$ cat src/rtl/seg_scan_ctrl.sv
// seg_scan_ctrl: time-multiplexed 7-segment scanner with per-digit blink,
// frame-coherent data capture, PWM brightness and an enable gate.
//
// Optional build macro: SEG_DEADTIME_EN
//   defined   -> every slot is blanked while scan_cnt < DEAD_CYC (anti-ghosting)
//   undefined -> no dead time; lit digits drive from scan_cnt = 0
//
// Timing: all outputs are registered. The output cycle after the scan state
// (scan_cnt, dig_idx) shows that state. frame_start is registered the same
// way, so it coincides with the first displayed cycle of digit 0.
// Captured data, mask and brightness are bypassed on their capture cycle,
// so the first displayed cycle of a frame or slot already uses the new values.
module seg_scan_ctrl #(
  parameter int NUM_DIGITS = 6,
  parameter int SCAN_DIV   = 10000,
  parameter int BLINK_DIV  = 3000000,
  parameter int BRIGHT_W   = 3,
  parameter int DEAD_CYC   = 16
) (
  input  logic                    clk,
  input  logic                    rst,
  input  logic                    en,
  input  logic [8*NUM_DIGITS-1:0] digit_data,
  input  logic [NUM_DIGITS-1:0]   blink_mask,
  input  logic [BRIGHT_W-1:0]     brightness,
  output logic [7:0]              seg_data,
  output logic [NUM_DIGITS-1:0]   seg_com,
  output logic                    blink_phase,
  output logic                    frame_start
);

  localparam int SCAN_W  = (SCAN_DIV > 1) ? $clog2(SCAN_DIV) : 1;
  localparam int BLINK_W = (BLINK_DIV > 1) ? $clog2(BLINK_DIV) : 1;
  localparam int IDX_W   = (NUM_DIGITS > 1) ? $clog2(NUM_DIGITS) : 1;

  localparam logic [SCAN_W-1:0]  SCAN_LAST  = SCAN_W'(SCAN_DIV - 1);
  localparam logic [BLINK_W-1:0] BLINK_LAST = BLINK_W'(BLINK_DIV - 1);
  localparam logic [IDX_W-1:0]   IDX_LAST   = IDX_W'(NUM_DIGITS - 1);

`ifdef SEG_DEADTIME_EN
  localparam bit DEAD_EN = 1'b1;
`else
  localparam bit DEAD_EN = 1'b0;
`endif

  logic [SCAN_W-1:0]       scan_cnt_q, scan_cnt_d;
  logic [IDX_W-1:0]        dig_idx_q, dig_idx_d;
  logic [BLINK_W-1:0]      blink_cnt_q, blink_cnt_d;
  logic                    blink_phase_q, blink_phase_d;
  logic [8*NUM_DIGITS-1:0] shadow_data_q, shadow_data_d;
  logic [NUM_DIGITS-1:0]   shadow_mask_q, shadow_mask_d;
  logic [BRIGHT_W-1:0]     bright_q, bright_d;
  logic [7:0]              seg_data_q, seg_data_d;
  logic [NUM_DIGITS-1:0]   seg_com_q, seg_com_d;
  logic                    frame_start_q, frame_start_d;

  logic                    slot_start;
  logic                    frame_cap;
  logic [8*NUM_DIGITS-1:0] pat_all;
  logic [NUM_DIGITS-1:0]   mask_all;
  logic [BRIGHT_W-1:0]     bright_eff;
  logic [63:0]             thresh;
  logic                    lit;
  logic                    dead_ok;
  logic                    blanked;
  logic                    visible;

  // Next-state: blink timer, scan position, frame/slot capture and output pattern.
  always_comb begin
    blink_cnt_d   = blink_cnt_q;
    blink_phase_d = blink_phase_q;
    scan_cnt_d    = scan_cnt_q;
    dig_idx_d     = dig_idx_q;
    shadow_data_d = shadow_data_q;
    shadow_mask_d = shadow_mask_q;
    seg_data_d    = 8'h00;
    seg_com_d     = '1;

    // blink timer runs regardless of en
    if (blink_cnt_q == BLINK_LAST) begin
      blink_cnt_d   = '0;
      blink_phase_d = ~blink_phase_q;
    end else begin
      blink_cnt_d = blink_cnt_q + 1'b1;
    end

    slot_start    = (scan_cnt_q == '0);
    frame_cap     = en && slot_start && (dig_idx_q == '0);
    pat_all       = frame_cap ? digit_data : shadow_data_q;
    mask_all      = frame_cap ? blink_mask : shadow_mask_q;
    bright_eff    = slot_start ? brightness : bright_q;
    bright_d      = bright_eff;
    frame_start_d = frame_cap;

    if (en) begin
      shadow_data_d = pat_all;
      shadow_mask_d = mask_all;
      if (scan_cnt_q == SCAN_LAST) begin
        scan_cnt_d = '0;
        dig_idx_d  = (dig_idx_q == IDX_LAST) ? '0 : dig_idx_q + 1'b1;
      end else begin
        scan_cnt_d = scan_cnt_q + 1'b1;
      end
    end else begin
      scan_cnt_d = '0;
      dig_idx_d  = '0;
    end

    // widened so (brightness+1)*SCAN_DIV cannot overflow
    thresh  = ((64'(bright_eff) + 64'd1) * 64'(SCAN_DIV)) >> BRIGHT_W;
    lit     = 64'(scan_cnt_q) < thresh;
    dead_ok = !DEAD_EN || (32'(scan_cnt_q) >= DEAD_CYC);
    // blink uses the phase that will be shown alongside this output cycle
    blanked = mask_all[dig_idx_q] && !blink_phase_d;
    visible = en && lit && dead_ok && !blanked;

    if (visible) begin
      seg_com_d[dig_idx_q] = 1'b0;
      seg_data_d           = pat_all[{dig_idx_q, 3'b000} +: 8];
    end
  end

  // State and output registers with synchronous reset.
  always_ff @(posedge clk) begin
    if (rst) begin
      scan_cnt_q    <= '0;
      dig_idx_q     <= '0;
      blink_cnt_q   <= '0;
      blink_phase_q <= 1'b1;
      shadow_data_q <= '0;
      shadow_mask_q <= '0;
      bright_q      <= '0;
      seg_data_q    <= 8'h00;
      seg_com_q     <= '1;
      frame_start_q <= 1'b0;
    end else begin
      scan_cnt_q    <= scan_cnt_d;
      dig_idx_q     <= dig_idx_d;
      blink_cnt_q   <= blink_cnt_d;
      blink_phase_q <= blink_phase_d;
      shadow_data_q <= shadow_data_d;
      shadow_mask_q <= shadow_mask_d;
      bright_q      <= bright_d;
      seg_data_q    <= seg_data_d;
      seg_com_q     <= seg_com_d;
      frame_start_q <= frame_start_d;
    end
  end

  assign seg_data    = seg_data_q;
  assign seg_com     = seg_com_q;
  assign blink_phase = blink_phase_q;
  assign frame_start = frame_start_q;

endmodule

$ cat config.mk
export PLATFORM = sky130hd
export DESIGN_NAME = seg_scan_ctrl
export DESIGN_NICKNAME = d
export VERILOG_FILES = /design/src/rtl/seg_scan_ctrl.sv
export SDC_FILE = /design/constraint.sdc
export NUM_CORES = 1
export LEC_CHECK = 0
export CAP_MARGIN = 5
export CORE_ASPECT_RATIO = 0.6
export CORE_UTILIZATION = 31
export DETAILED_ROUTE_END_ITERATION = 7
export HOLD_SLACK_MARGIN = 0.05
export RECOVER_POWER = 100
export SLEW_MARGIN = 40
export SYNTH_ARGS = -nofsm -noshare
export SYNTH_HDL_FRONTEND = slang
export SYNTH_SLANG_ARGS = --single-unit
$ cat constraint.sdc
create_clock -name clk -period 9.55 [get_ports clk]
set_clock_uncertainty 0.15 [all_clocks]
set_input_delay 0.955 -clock clk [delete_from_list [all_inputs] [get_ports clk]]
set_output_delay 0.955 -clock clk [all_outputs]
set_load 0.01 [all_outputs]
### Word level (Yosys, flattened, before mapping)

Cells that the tools add are included.

| word-level totals | value |
|---|---|
| bits in registers | 112 |
| input port bits | 60 |
| logic and storage cells | 49 |

| operators by class | value |
|---|---|
| add/subtract/negate cells | 4 |
| multiply operators | 1 |
| $lt $le $gt $ge | 3 |
| equality and inequality tests | 3 |
| shifts and indexed selects | 1 |
| multiplexer cells | 9 |
| bitwise logic cells | 4 |
| reduce and logical (&&, ||, !) cells | 14 |

Operators by type and width:

| cell | count |
|---|---|
| $mux W48 | 1 |
| $shiftx A48 B7 Y8 | 1 |
| $add A22 B1 Y22 const B | 1 |
| $eq A22 B22 Y1 const B | 1 |
| $lt A14 B15 Y1 | 1 |
| $add A14 B1 Y14 const B | 1 |
| $eq A14 B14 Y1 const B | 1 |
| $logic_not A14 Y1 | 1 |
| $mul A4 B10 Y14 const B | 1 |
| $logic_and A1 B1 Y1 | 6 |
| $mux W3 | 2 |
| $mux W6 | 1 |
| $not A6 Y6 | 1 |
| $reduce_or A2 Y1 | 3 |
| $add A3 B1 Y4 const B | 1 |
| $lt A3 B4 Y1 const B | 1 |
| $add A3 B1 Y3 const B | 1 |
| $bmux W1 S3 | 1 |
| $demux W1 S3 | 1 |
| $eq A3 B3 Y1 const B | 1 |
| $ge A3 B1 Y1 const B | 1 |
| $logic_not A3 Y1 | 1 |
| $mux W1 | 3 |
| $not A1 Y1 | 3 |
| other kinds (2) | 3 |

### Logic depth before layout (Yosys ltp)

| depth | value |
|---|---|
| depth in word-level cells | 11 |
| depth in mapped cells | 24 |

### Worst setup path before layout

No wires, ideal clock.

| timing path | value |
|---|---|
| path kind | flip-flop to flip-flop |
| start point | reg scan_cnt_q[1] |
| end point | reg seg_data_q[0], in the netlist seg_data[0] |
| setup time | 148 ps |
| data arrival time | 5,274 ps |
| required time | 9,252 ps |
| path slack | 3,978 ps |
| stages on the path, launching flop included | 25 |
| path buffers | 1 |
| period minus slack after synthesis | 5,572 ps |
| path through | dfxtp_1 inv_1 ha_1 nor4b_4 nand4_4 mux2_4 ha_1 xor2_1 inv_1 fa_1 inv_1 ha_1 ha_1 a31o_2 a21oi_1 o21ai_0 nand2_1 xnor2_1 ha_1 nand3_1 nor3_1 o311ai_2 a32oi_1 buf_6 a2111oi_2 |

| on the way | value |
|---|---|
| elaborated cells between the ends (all ways) | 18 |
| those cells by class | add/sub (1); mul (1); order compare (1); shift (1); mux (5); bitwise (1); reduce/logical (8) |

RTL lines:

| what | line | RTL |
|---|---|---|
| start, declared | 46 | `logic [SCAN_W-1:0] scan_cnt_q, scan_cnt_d;` |
| start signal, assigned | 137 | `scan_cnt_q <= scan_cnt_d;` |
| $logic_not A14 Y1 | 87 | `slot_start = (scan_cnt_q == '0);` |
| $mux W3 | 91 | `bright_eff = slot_start ? brightness : bright_q;` |
| net bright_d[0] | 52 | `logic [BRIGHT_W-1:0] bright_q, bright_d;` |
| $add A3 B1 Y4 | 110 | `thresh = ((64'(bright_eff) + 64'd1) * 64'(SCAN_DIV)) >> BRIGHT_W;` |
| $mul A4 B10 Y14 | 110 |  |
| $lt A14 B15 Y1 | 111 | `lit = 64'(scan_cnt_q) < thresh;` |
| $logic_and A1 B1 Y1 (2 in series) | 115 | `visible = en && lit && dead_ok && !blanked;` |
| $not A1 Y1 (no line) | n/a |  |
| $reduce_or A2 Y1 (no line) | n/a |  |
| end signal, assigned | 144 | `seg_data_q <= seg_data_d;` |
| end, declared | 53 | `logic [7:0] seg_data_q, seg_data_d;` |

The timed path passes the listed nets, and every way through them passes these cells. The select of a mux whose other input is x is not followed.
A chain may end at the register's enable or synchronous reset.

### Final worst setup path

| timing path | value |
|---|---|
| start point | reg scan_cnt_q[1] |
| end point | reg seg_data_q[7], in the netlist seg_data[7] |

The elaborated chain is that of the path after synthesis.

==> results.txt <==
----------------------------------------------------
[Outcome]
  Outcome ... finished, violations left
  Violations in the final reports ... capacitance limit, slew limit

[Min path]
  Kind of path behind the tightest hold check ... flop to flop
  Hold path depth ... 2

[Drt]
  Mean routed wirelength per cell ... around 15 um
  Drt first pass iters ... 5
  Total number of vias ... 4398
  Total detailed-routing wirelength ... 13.7 mm
  Remaining routing DRC violations ... 0
  Routed wl met2 ... 5.43 mm
  Topmost layer with routed signal wires ... met4
  Met3 Wirelength ... 788 um
  Count of antenna-violating nets left after detailed routing ... 0
  DR iter-0 viols ... 263
  Met1 wire length ... 7.34 mm
  Mean number of vias per cell ... 4.83

[Die]
  Total die area ... 0.0179 mm2
  Boundary Pins ... 76
  Number of cell rows ... 36
  DIE HEIGHT ... just over 100 um
  Area of the core ... 0.0166 mm2
  Initial Utilization ... 32.4%
  Die width ... around 170 um

[Finish]
  Commonest non-fill, non-tap cell in the layout ... sky130_fd_sc_hd__nand2_1
  Layout cells sized above 1 ... 5.71%
  Final net count ... 769
  Signed area change from the synthesized netlist to the final layout ... 20.9%
  Final antenna diode count ... 0
  Final design instance area without fill ... around 0.0065 mm2
  Commonest cells after routing, fill and taps aside ... sky130_fd_sc_hd__nand2_1 (122), sky130_fd_sc_hd__dfxtp_1 (112), sky130_fd_sc_hd__nor2_1 (58), sky130_fd_sc_hd__clkdlybuf4s50_1 (58), sky130_fd_sc_hd__a21oi_1 (57)

[Timing]
  Share of the cycle needed by the critical path after routing ... 75.9%
  Period minus WS final ... 7.25 ns
  Final count of negative-setup-slack endpoints ... 0
  Final hold violation count ... 0
  Worst-Margin Slew ... 2.76 ns
  Relative slew slack ... -84.2%
  Slew Limit Fails ... 122
  RSZ-0062 raised after global routing ... no
  Final setup TNS ... 0 ns
  Max Fclk ... 0.138 GHz

[Synthesis]
  Post-Synthesis Cells ... around 620
  Number of storage elements in the synthesis netlist ... ~110
  Sequential-to-total area share from yosys stat ... 41.7%
  Netlist Area Pre-Place ... 0.00537 mm2
  Number of distinct standard cells referenced by the synthesized netlist ... between 50 and 60
  Top_reg_cell synth ... sky130_fd_sc_hd__dfxtp_1
  Synthesized netlist net count ... between 700 and 800
  Fraction of synthesis flops using an asynchronous set or reset pin ... 0%
  Post-Synthesis Mean Instance Area ... 8.70 um2
  Number of enable-type register cells in the synthesized netlist ... 0
  Yosys synthesis warning count ... 0

[Global routing]
  Wire length of the first global-routing pass ... 22.4 mm
  Tot GR Track Use ... 16.0%
  Largest net degree at the start of global routing ... 64
  Number of antenna violations at the first check in global routing ... 0
  Vias in the first global route ... 4301
  GRT overflow ... 0

[Placed design]
  Count of port buffers added during placement ... 75
  Routability cong. ... between 0.8 and 0.9
  Placed inst area ... about 0.0063 mm2
  DP HPWL ... between 10 and 15 mm

[Worst setup path]
  Category of the worst setup path launch point ... flop
  Maximum fanout along the worst path ... 14
  Largest incremental delay on the critical path ... a little under 0.8 ns
  Critical path's slowest cell ... sky130_fd_sc_hd__nor4b_1
  Dominant cell type by count on the critical path ... sky130_fd_sc_hd__ha_1
  Crit path cell chain ... inv_1 -> ha_1 -> nor4b_1 -> nand4_4 -> mux2_1 -> ha_1 -> xor2_1 -> inv_1 -> fa_1 -> inv_1 -> ha_1 -> ha_1 -> a31o_2 -> a21oi_1 -> o21ai_0 -> nand2_1 -> xnor2_1 -> ha_1 -> nand3_1 -> nor3_1 -> o311ai_0 -> a32oi_1 -> clkbuf_1 -> a2111oi_0
  Buffering stage count on the worst path with inverters included ... 4
  Number of cells traversed by the worst register-to-register path ... 24
  Crit path arrival time ... 7.29 ns
  Type of element capturing the critical path ... flop
  Crit. path cell count ... 24
  Dominant delay contributor by cell family on the critical path ... adder cells
  Category of the critical setup timing path ... flop to flop
  Data required time of the worst path ... ~9.6 ns

[Clock tree]
  Cells resized by post-CTS repair ... 0
  Max clock buf depth ... 2
  CTS Buf Count ... 9
  Hold_buf cts ... 0
  H-tree depth ... 3
  CTS sink count ... approximately 110
  Clock transition at the registers of the reported paths ... 0.07 ns
  Clock tree from TritonCTS ... done
  Postcts setup bufs ... 0
  Library cell used as clock root buffer ... sky130_fd_sc_hd__clkbuf_16
  Clk_lat worst skew ... 0.35 ns

[Power and ir drop]
  Worst supply voltage drop on vdd ... 0.0000756 V
  Power Dens Cells ... 153 mW/mm2
  Leakage power ... roughly 2.4 nW

[Run]
  Reported max-cap violation count ... 3

----------------------------------------------------
==> per-stage QoR <==
step / total power, mW / util, % / hold WS [ns] / setup slack (ns) / instances
4_1_cts: 1.01 / 39.8 / 0.306 / 3.21 / 911
5_1_grt: 1.04 / 39.2 / 0.325 / 1.66 / 911
6_report: 0.991 / 39.2 / 0.302 / 2.30 / 911
3_5_place_dp: 0.648 / 38.1 / 0.291 / 3.04 / 895
2_1_floorplan: 0.592 / - / 0.276 / 3.98 / 618
3_3_place_gp: 0.643 / 38.1 / 0.289 / 3.23 / 895
==> synthesized netlist by cell type, types with 2 or more instances <==
| cell type | count | area (um2) |
|---|---|---|
| sky130_fd_sc_hd__a21oi_1 | 57 | 285 |
| sky130_fd_sc_hd__inv_1 | 14 | 52.6 |
| sky130_fd_sc_hd__nor2_1 | 58 | 218 |
| sky130_fd_sc_hd__or3_1 | 7 | 43.8 |
| sky130_fd_sc_hd__or2_2 | 2 | 12.5 |
| sky130_fd_sc_hd__a221oi_1 | 2 | 17.5 |
| sky130_fd_sc_hd__clkbuf_1 | 26 | 97.6 |
| sky130_fd_sc_hd__nand2b_1 | 7 | 43.8 |
| sky130_fd_sc_hd__o22a_1 | 5 | 43.8 |
| sky130_fd_sc_hd__nand2_1 | 122 | 458 |
| sky130_fd_sc_hd__buf_1 | 2 | 7.51 |
| sky130_fd_sc_hd__o21bai_1 | 2 | 15.0 |
| sky130_fd_sc_hd__xnor2_1 | 18 | 158 |
| sky130_fd_sc_hd__nand3_1 | 20 | 100 |
| sky130_fd_sc_hd__a31o_2 | 5 | 43.8 |
| sky130_fd_sc_hd__ha_1 | 29 | 363 |
| sky130_fd_sc_hd__dfxtp_1 | 112 | 2240 |
| sky130_fd_sc_hd__and4_1 | 3 | 26.3 |
| sky130_fd_sc_hd__fa_1 | 2 | 40.0 |
| sky130_fd_sc_hd__nand4_1 | 6 | 37.5 |
| sky130_fd_sc_hd__xor2_1 | 20 | 175 |
| sky130_fd_sc_hd__and3_1 | 9 | 56.3 |
| sky130_fd_sc_hd__nor4_1 | 2 | 12.5 |
| sky130_fd_sc_hd__a2111oi_2 | 8 | 120 |
| sky130_fd_sc_hd__nor2b_1 | 8 | 50.1 |
| sky130_fd_sc_hd__a211oi_1 | 4 | 30.0 |
| sky130_fd_sc_hd__nor3_1 | 8 | 40.0 |
| sky130_fd_sc_hd__and2_1 | 3 | 18.8 |
| sky130_fd_sc_hd__or4_1 | 2 | 15.0 |
| sky130_fd_sc_hd__mux2i_1 | 14 | 140 |
| sky130_fd_sc_hd__o21ai_0 | 10 | 50.1 |
| sky130_fd_sc_hd__buf_6 | 2 | 22.5 |
| sky130_fd_sc_hd__mux2_2 | 11 | 124 |
==> sequential cells by signal, indices dropped and copies added (netlist names) <==
signal,cells
shadow_data_q,48
shadow_mask_q,6
scan_cnt_q,14
dig_idx_q,3
bright_q,3
frame_start,1
seg_data,8
blink_phase,1
seg_com,6
blink_cnt_q,22
==> worst reg2reg max path, stage by stage, from the launching register on <==
cell                        delay, ns
sky130_fd_sc_hd__dfxtp_1         0.35
sky130_fd_sc_hd__inv_1           0.07
sky130_fd_sc_hd__ha_1            0.12
sky130_fd_sc_hd__nor4b_1         0.78
sky130_fd_sc_hd__nand4_4         0.30
sky130_fd_sc_hd__mux2_1          0.49
sky130_fd_sc_hd__ha_1            0.24
sky130_fd_sc_hd__xor2_1          0.52
sky130_fd_sc_hd__inv_1           0.20
sky130_fd_sc_hd__fa_1            0.55
sky130_fd_sc_hd__inv_1           0.05
sky130_fd_sc_hd__ha_1            0.30
sky130_fd_sc_hd__ha_1            0.29
sky130_fd_sc_hd__a31o_2          0.15
sky130_fd_sc_hd__a21oi_1         0.06
sky130_fd_sc_hd__o21ai_0         0.35
sky130_fd_sc_hd__nand2_1         0.12
sky130_fd_sc_hd__xnor2_1         0.16
sky130_fd_sc_hd__ha_1            0.30
sky130_fd_sc_hd__nand3_1         0.11
sky130_fd_sc_hd__nor3_1          0.36
sky130_fd_sc_hd__o311ai_0        0.25
sky130_fd_sc_hd__a32oi_1         0.26
sky130_fd_sc_hd__clkbuf_1        0.44
sky130_fd_sc_hd__a2111oi_0       0.15
==> final cells by class <==
type | count | area (um2)
Multi-Input combinational cell | 461 | 2870
Fill cell | 1691 | 10100
Tap cell | 228 | 285
Inverter | 14 | 52.6
Sequential cell | 112 | 2240
Clock buffer | 9 | 225
Clock inverter | 7 | 55.1
Timing Repair Buffer | 80 | 772
==> power by group <==
| group | switching [mW] | internal [mW] |
|---|---|---|
| Combinational | 0.0758 | 0.0664 |
| Sequential | 0.00849 | 0.484 |
| Clock | 0.176 | 0.180 |
==> kinds of logic (layout without fill, tap and decap cells) <==
family | after synthesis | in the layout | share of synthesized area, %
and+or+nand+nor | 266 | 266 | 23.4
adders and majority gates | 31 | 31 | 7.50
muxes | 26 | 26 | 5.19
AOI/OAI and AO/OA | 100 | 100 | 12.5
DFF | 112 | 112 | 41.7
xor gates and xnor gates | 38 | 38 | 6.19
buffers and inverters | 45 | 110 | 3.45
==> routing by layer <==
| layer | vias up | global-route usage (%) |
|---|---|---|
| met4 | 0 | 3.41 |
| met3 | 6 | 4.15 |
| li1 | 2234 | - |
| met5 | - | 0 |
| met2 | 111 | 22.0 |
| met1 | 2047 | 24.4 |
==> path summary, 6_finish.rpt <==
kind / from / end / slack, ns
setup / recovery: scan_cnt_q[1] / seg_data[7] / 2.30
hold / removal: shadow_data_q[27] / shadow_data_q[27] / 0.30
setup reg to reg: scan_cnt_q[1] / seg_data[7] / 2.30
hold reg to reg: shadow_data_q[27] / shadow_data_q[27] / 0.30
No activity file was read; power rests on OpenSTA's default activity.
==> variant 1, RTL diff (same flow settings) <==
Reset style: asynchronous (`rst`), changed in one clocked block. Comments in the files are not updated.
--- a/src/rtl/seg_scan_ctrl.sv
+++ b/src/rtl/seg_scan_ctrl.sv
@@ -121,7 +121,7 @@
   end
 
   // State and output registers with synchronous reset.
-  always_ff @(posedge clk) begin
+  always_ff @(posedge clk or posedge rst) begin
     if (rst) begin
       scan_cnt_q    <= '0;
       dig_idx_q     <= '0;
Behaviour: differs if rst is asserted again (counterexample within 4 cycles, from zero or initial values and one cycle with rst high); with rst held inactive, the same outputs for 10 cycles.
==> variant 1 against the unedited design <==
The run still ends with max-capacitance violations, max-slew violations left; setup slack better by 0.38 ns; critical path depth fell by 3; critical endpoint is now seg_com[3]; wire length down 3.3%; critical path type unchanged; cell count decreased by 11%; area after synthesis rose by 4.3%; sequential cell count is the same; final area rose by 4.5%.
Power is not compared: it rests on default switching activity, and its combinational part moved more than twofold at a synthesized area within 25%.
==> variant 1: results (changes against the unedited design) <==
metric,value,unit,change
initial antenna violation count,1,,was 0
Hold Crit Start,shadow_data_q[5],,was shadow_data_q[27]
Fillers,1718,,"was 1,691"
r2r endpoint,seg_com[3],,was seg_data[7]
initial DRC count,236,,was 263
Synth area leaders,"dfrtp_1 47%, mux2_2 10%, ha_1 6.5%",,"was dfxtp_1 42%, nand2_1 8.5%, ha_1 6.8%"
nets@finish,662,,was 769
CP max FO,8,,was 14
hold path endpoint,shadow_data_q[5],,was shadow_data_q[27]
WP data arrival,6.94,ns,was 7.29 ns
Worst Hold Path Cells,1,,was 2
Met3 Wirelength,565,um,was 788 um
largest net degree at the start of global routing,69,,was 64
vias per inst,4.84,,was 4.83
final wirelength,13200,um,"was 13,700 um"
Placement Setup Slack,3.31,ns,was 3.04 ns
Final Max Tran Viols,182,,was 122
relative slew slack,-144,%,was -84.2%
Setup crit start,scan_cnt_q[1],,unchanged
R2R setup slack,2.68,ns,was 2.30 ns
M1 WL,7170,um,was 7340 um
placed cell area,6610,um^2,was 6320 um^2
register area share after synthesis,50.1,%,was 41.7%
highest metal used,met4,,unchanged
Pre-antenna DRT Iters,4,,was 5
vias in the first global route,3982,,"was 4,301"
Post-synth top flop,dfrtp_1,,was dfxtp_1
Max-cap violations,3,,unchanged
Synth top cells by count,"105 x dfrtp_1, 51 x mux2_2, 43 x nand2_1, 43 x nor2_1, 29 x ha_1",,"was 122 x nand2_1, 112 x dfxtp_1, 58 x nor2_1, 57 x a21oi_1, 29 x ha_1"
first-pass GRT wire length,21800,um,"was 22,400 um"
largest registers,"shadow_data_q: 48 flops, blink_cnt_q: 22 flops, scan_cnt_q: 14 flops",,unchanged
Mapped Nets,592,,was 709
Routed met2 length,5420,um,was 5430 um
I/O Buffers,75,,unchanged
H-tree Lvls,3,,unchanged
FF-to-FF path depth,21,,was 24
failing checks,"max-capacitance violations, max-slew violations",,unchanged
status,"finished, violations left",,unchanged
Post-synth ARST share,100,%,was 0%
Post-DP HPWL,9890,um,"was 10,300 um"
Total GRT Usage,15.2,%,was 16.0%
-- variant 1: layout make-up --
cell class	instances	area (um^2)	share of cell area (%)
Tap cell	234	293	4.31
Multi-Input combinational cell	344	2550	37.6
Inverter	27	103	1.51
Clock buffer	10	229	3.37
Sequential cell	112	2810	41.4
Clock inverter	6	42.5	0.627
Timing Repair Buffer	77	758	11.2
-- variant 1: cell families (layout without fill, tap and decap cells) --
family / count (synthesis) / count (layout) / share of synthesized area (%)
and+or+nand+nor: 151 / 151 / 13.7
buffers and inverters: 45 / 120 / 3.12
AOI/OAI and AO/OA: 72 / 72 / 9.37
DFF: 112 / 112 / 50.1
xor gates and xnor gates: 36 / 36 / 5.62
muxes: 54 / 54 / 10.9
adders and majority gates: 31 / 31 / 7.19
-- variant 1: how the worst max path moves through the flow --
| stage | depth (start not counted) | slack, ns | to |
|---|---|---|---|
| floorplan | 21 | 4.07 | seg_data[0] |
| global placement | 18 | 3.49 | seg_data[0] |
| detailed placement | 18 | 3.31 | seg_com[3] |
| CTS | 21 | 3.43 | seg_com[3] |
| global route | 23 | 2.06 | seg_com[3] |
| finish | 21 | 2.68 | seg_com[3] |
-- variant 1: through the flow --
step	std cells	hold slack, ns
CTS	810	0.343
finish	810	0.335
detailed placement	794	0.333
floorplan	501	0.302
global placement	794	0.321
global route	810	0.357
-- variant 1: worst max-delay path, cell delays in order (launching register included) --
cell and delay, ns:
dfrtp_1 0.46, inv_1 0.08, ha_1 0.13, nor4b_1 0.27
nand4_1 0.49, mux2_1 0.58, ha_1 0.25, xor2_1 0.48
inv_1 0.21, fa_1 0.55, inv_1 0.04, ha_1 0.28
ha_1 0.29, a31o_2 0.23, a21oi_1 0.14, o21ai_0 0.18
xnor2_1 0.17, ha_1 0.31, a21o_1 0.16, a21o_1 0.18
o41ai_1 0.88, nand4_1 0.22
-- variant 1: per-layer routing --
metal  vias to the layer above  GRT usage [%]
li1                       1890              -
met1                      1951           23.7
met2                        73           20.7
met3                         4           3.72
met4                         0           2.80
met5                         -              0
-- variant 1: power by group through the flow --
stage | clock network [W] | logic (W) | registers [W]
2_1_floorplan | 0 | 0.000200 | 0.000576
3_3_place_gp | 0 | 0.000282 | 0.000584
3_5_place_dp | 0 | 0.000297 | 0.000586
4_1_cts | 0.000364 | 0.000298 | 0.000577
5_1_grt | 0.000381 | 0.000326 | 0.000585
6_report | 0.000352 | 0.000287 | 0.000577
==> variant 2, RTL diff (config.mk and constraints unchanged) <==
Made on the original files. `NUM_DIGITS`: 6 -> 12.
--- a/src/rtl/seg_scan_ctrl.sv
+++ b/src/rtl/seg_scan_ctrl.sv
@@ -11,7 +11,7 @@
 // Captured data, mask and brightness are bypassed on their capture cycle,
 // so the first displayed cycle of a frame or slot already uses the new values.
 module seg_scan_ctrl #(
-  parameter int NUM_DIGITS = 6,
+  parameter int NUM_DIGITS = 12,
   parameter int SCAN_DIV   = 10000,
   parameter int BLINK_DIV  = 3000000,
   parameter int BRIGHT_W   = 3,
Ports: changed (resized blink_mask, digit_data and seg_com); port bits go from 76 to 136. The function was not compared with the original's and may differ.
==> variant 2 against the unedited design <==
The run still ends with max-capacitance violations, max-slew violations left; non-clock buffer count up 63; area after synthesis up 54%; sequential power up 56%; clock power up 97%; wire length up 72%; hold slack worse by 0.00059 ns; total power up 73%; setup slack worse by 0.68 ns; sequential cell count up 61; final area up 60%; combinational power up 72%; critical path type unchanged.
==> variant 2: results (changes against the unedited design) <==
metric,value,unit,change
highest metal used,met4,,unchanged
clock slew seen by the registers of the worst setup and hold paths,0.08,ns,
Max-cap violations,3,,unchanged
register area share after synthesis,42.0,%,was 41.7%
routed len/inst,17.1,um,was 15.0 um
initial DRC count,503,,was 263
largest registers,"shadow_data_q: 96 flops, blink_cnt_q: 22 flops, scan_cnt_q: 14 flops",,"was shadow_data_q: 48 flops, blink_cnt_q: 22 flops, scan_cnt_q: 14 flops"
Final Max Tran Viols,196,,was 122
Crit path largest cell delay,0.82,ns,was 0.78 ns
WP data arrival,8.08,ns,was 7.29 ns
Pre-antenna DRT Iters,5,,unchanged
H-tree Lvls,4,,was 3
share of cells above drive strength 1,8.47,%,was 5.71%
GP Congestion,0.904,,was 0.861
Hold Crit Class,register to register,,unchanged
DR vias,6737,,"was 4,398"
Post-synth top flop,dfxtp_1,,unchanged
Post-DP HPWL,16500,um,"was 10,300 um"
root buf cell,clkbuf_16,,unchanged
Total GRT Usage,17.5,%,was 16.0%
first-pass GRT wire length,36000,um,"was 22,400 um"
largest net degree at the start of global routing,140,,was 64
met3 Resource Use GR,5.30,%,was 4.15%
Worst path top cell family by delay,compound AO/OA/AOI/OAI gates,,was adder cells
cts bufs inserted,17,,was 9
nets@finish,1152,,was 769
Placement Setup Slack,2.10,ns,was 3.04 ns
Leakage,3.91,nW,was 2.40 nW
Routed met2 length,9160,um,was 5430 um
CP max FO,14,,unchanged
status,"finished, violations left",,unchanged
Met3 Wirelength,1780,um,was 788 um
Mapped Nets,1046,,was 709
Worst path slowest cell,a311oi_1,,was nor4b_1
Synth area leaders,"dfxtp_1 42%, mux4_2 11%, nand2_1 8.0%",,"was dfxtp_1 42%, nand2_1 8.5%, ha_1 6.8%"
Synth Warn #,0,,unchanged
CTS max path bufs,2,,unchanged
GRT met1 Usage,26.9,%,was 24.4%
initial antenna violation count,2,,was 0
vias in the first global route,6271,,"was 4,301"
failing checks,"max-capacitance violations, max-slew violations",,unchanged
Post-CTS Setup Inserts,0,,unchanged
Max VDD drop,0.114,mV,was 0.0756 mV
Synth top cells by count,"175 x nand2_1, 173 x dfxtp_1, 99 x nor2_1, 82 x a21oi_1, 39 x mux4_2",,"was 122 x nand2_1, 112 x dfxtp_1, 58 x nor2_1, 57 x a21oi_1, 29 x ha_1"
Yosys cell types,58,,was 51
M1 WL,12300,um,was 7340 um
GR Layer Usage met2,23.2,%,was 22.0%
Fillers,2565,,"was 1,691"
I/O Buffers,135,,was 75
PostCTS Resize Cnt,0,,unchanged
relative slew slack,-137,%,was -84.2%
Skew-Pair Late Insertion Delay,0.44,ns,was 0.35 ns
Post-synth ARST share,0,%,unchanged
[variant 2: cell families (layout without fill, tap and decap cells)]
kind of cell / after synthesis / in the layout / synth area share [%]
AOI/OAI and AO/OA: 139 / 139 / 10.2
buffers and inverters: 78 / 196 / 4.15
and+or+nand+nor: 358 / 358 / 19.0
muxes: 77 / 77 / 15.2
adders and majority gates: 35 / 35 / 5.49
other: 0 / 1 / 0
DFF: 173 / 173 / 42.0
xor gates and xnor gates: 37 / 37 / 3.93
[variant 2: stage by stage]
stage               area (um^2)  cells  power (W)
finish                    10400   1368    0.00171
global route              10400   1367    0.00179
CTS                       10500   1367    0.00173
detailed placement         9890   1336    0.00103
global placement           9870   1335    0.00102
floorplan                  8260    897   0.000930
[variant 2: where the power goes]
| group | switching, W | internal (W) | total (W) |
|---|---|---|---|
| Clock | 0.000309 | 0.000392 | 0.000701 |
| Sequential | 0.0000134 | 0.000755 | 0.000768 |
| Combinational | 0.000124 | 0.000120 | 0.000244 |
| Total | 0.000446 | 0.00127 | 0.00171 |
[variant 2: worst paths after layout]
path | start | to | slack, ns | depth (start not counted)
worst max-delay path | scan_cnt_q[9] | seg_com[5] | 1.62 | 24
worst min-delay path | shadow_data_q[90] | shadow_data_q[90] | 0.30 | 2
worst max register to register | scan_cnt_q[9] | seg_com[5] | 1.62 | 24
worst min register to register | shadow_data_q[90] | shadow_data_q[90] | 0.30 | 2
[variant 2: area by class of cell]
cell class / instances / area, um^2 / share of cell area [%]
inverter: 22 / 82.6 / 0.792
tap: 352 / 440 / 4.23
sequential: 173 / 3460 / 33.2
clock buffer: 18 / 439 / 4.21
multi-input combinational: 646 / 4440 / 42.6
antenna: 1 / 2.50 / 0.0240
clock inverter: 13 / 140 / 1.34
timing repair buffer: 143 / 1420 / 13.6
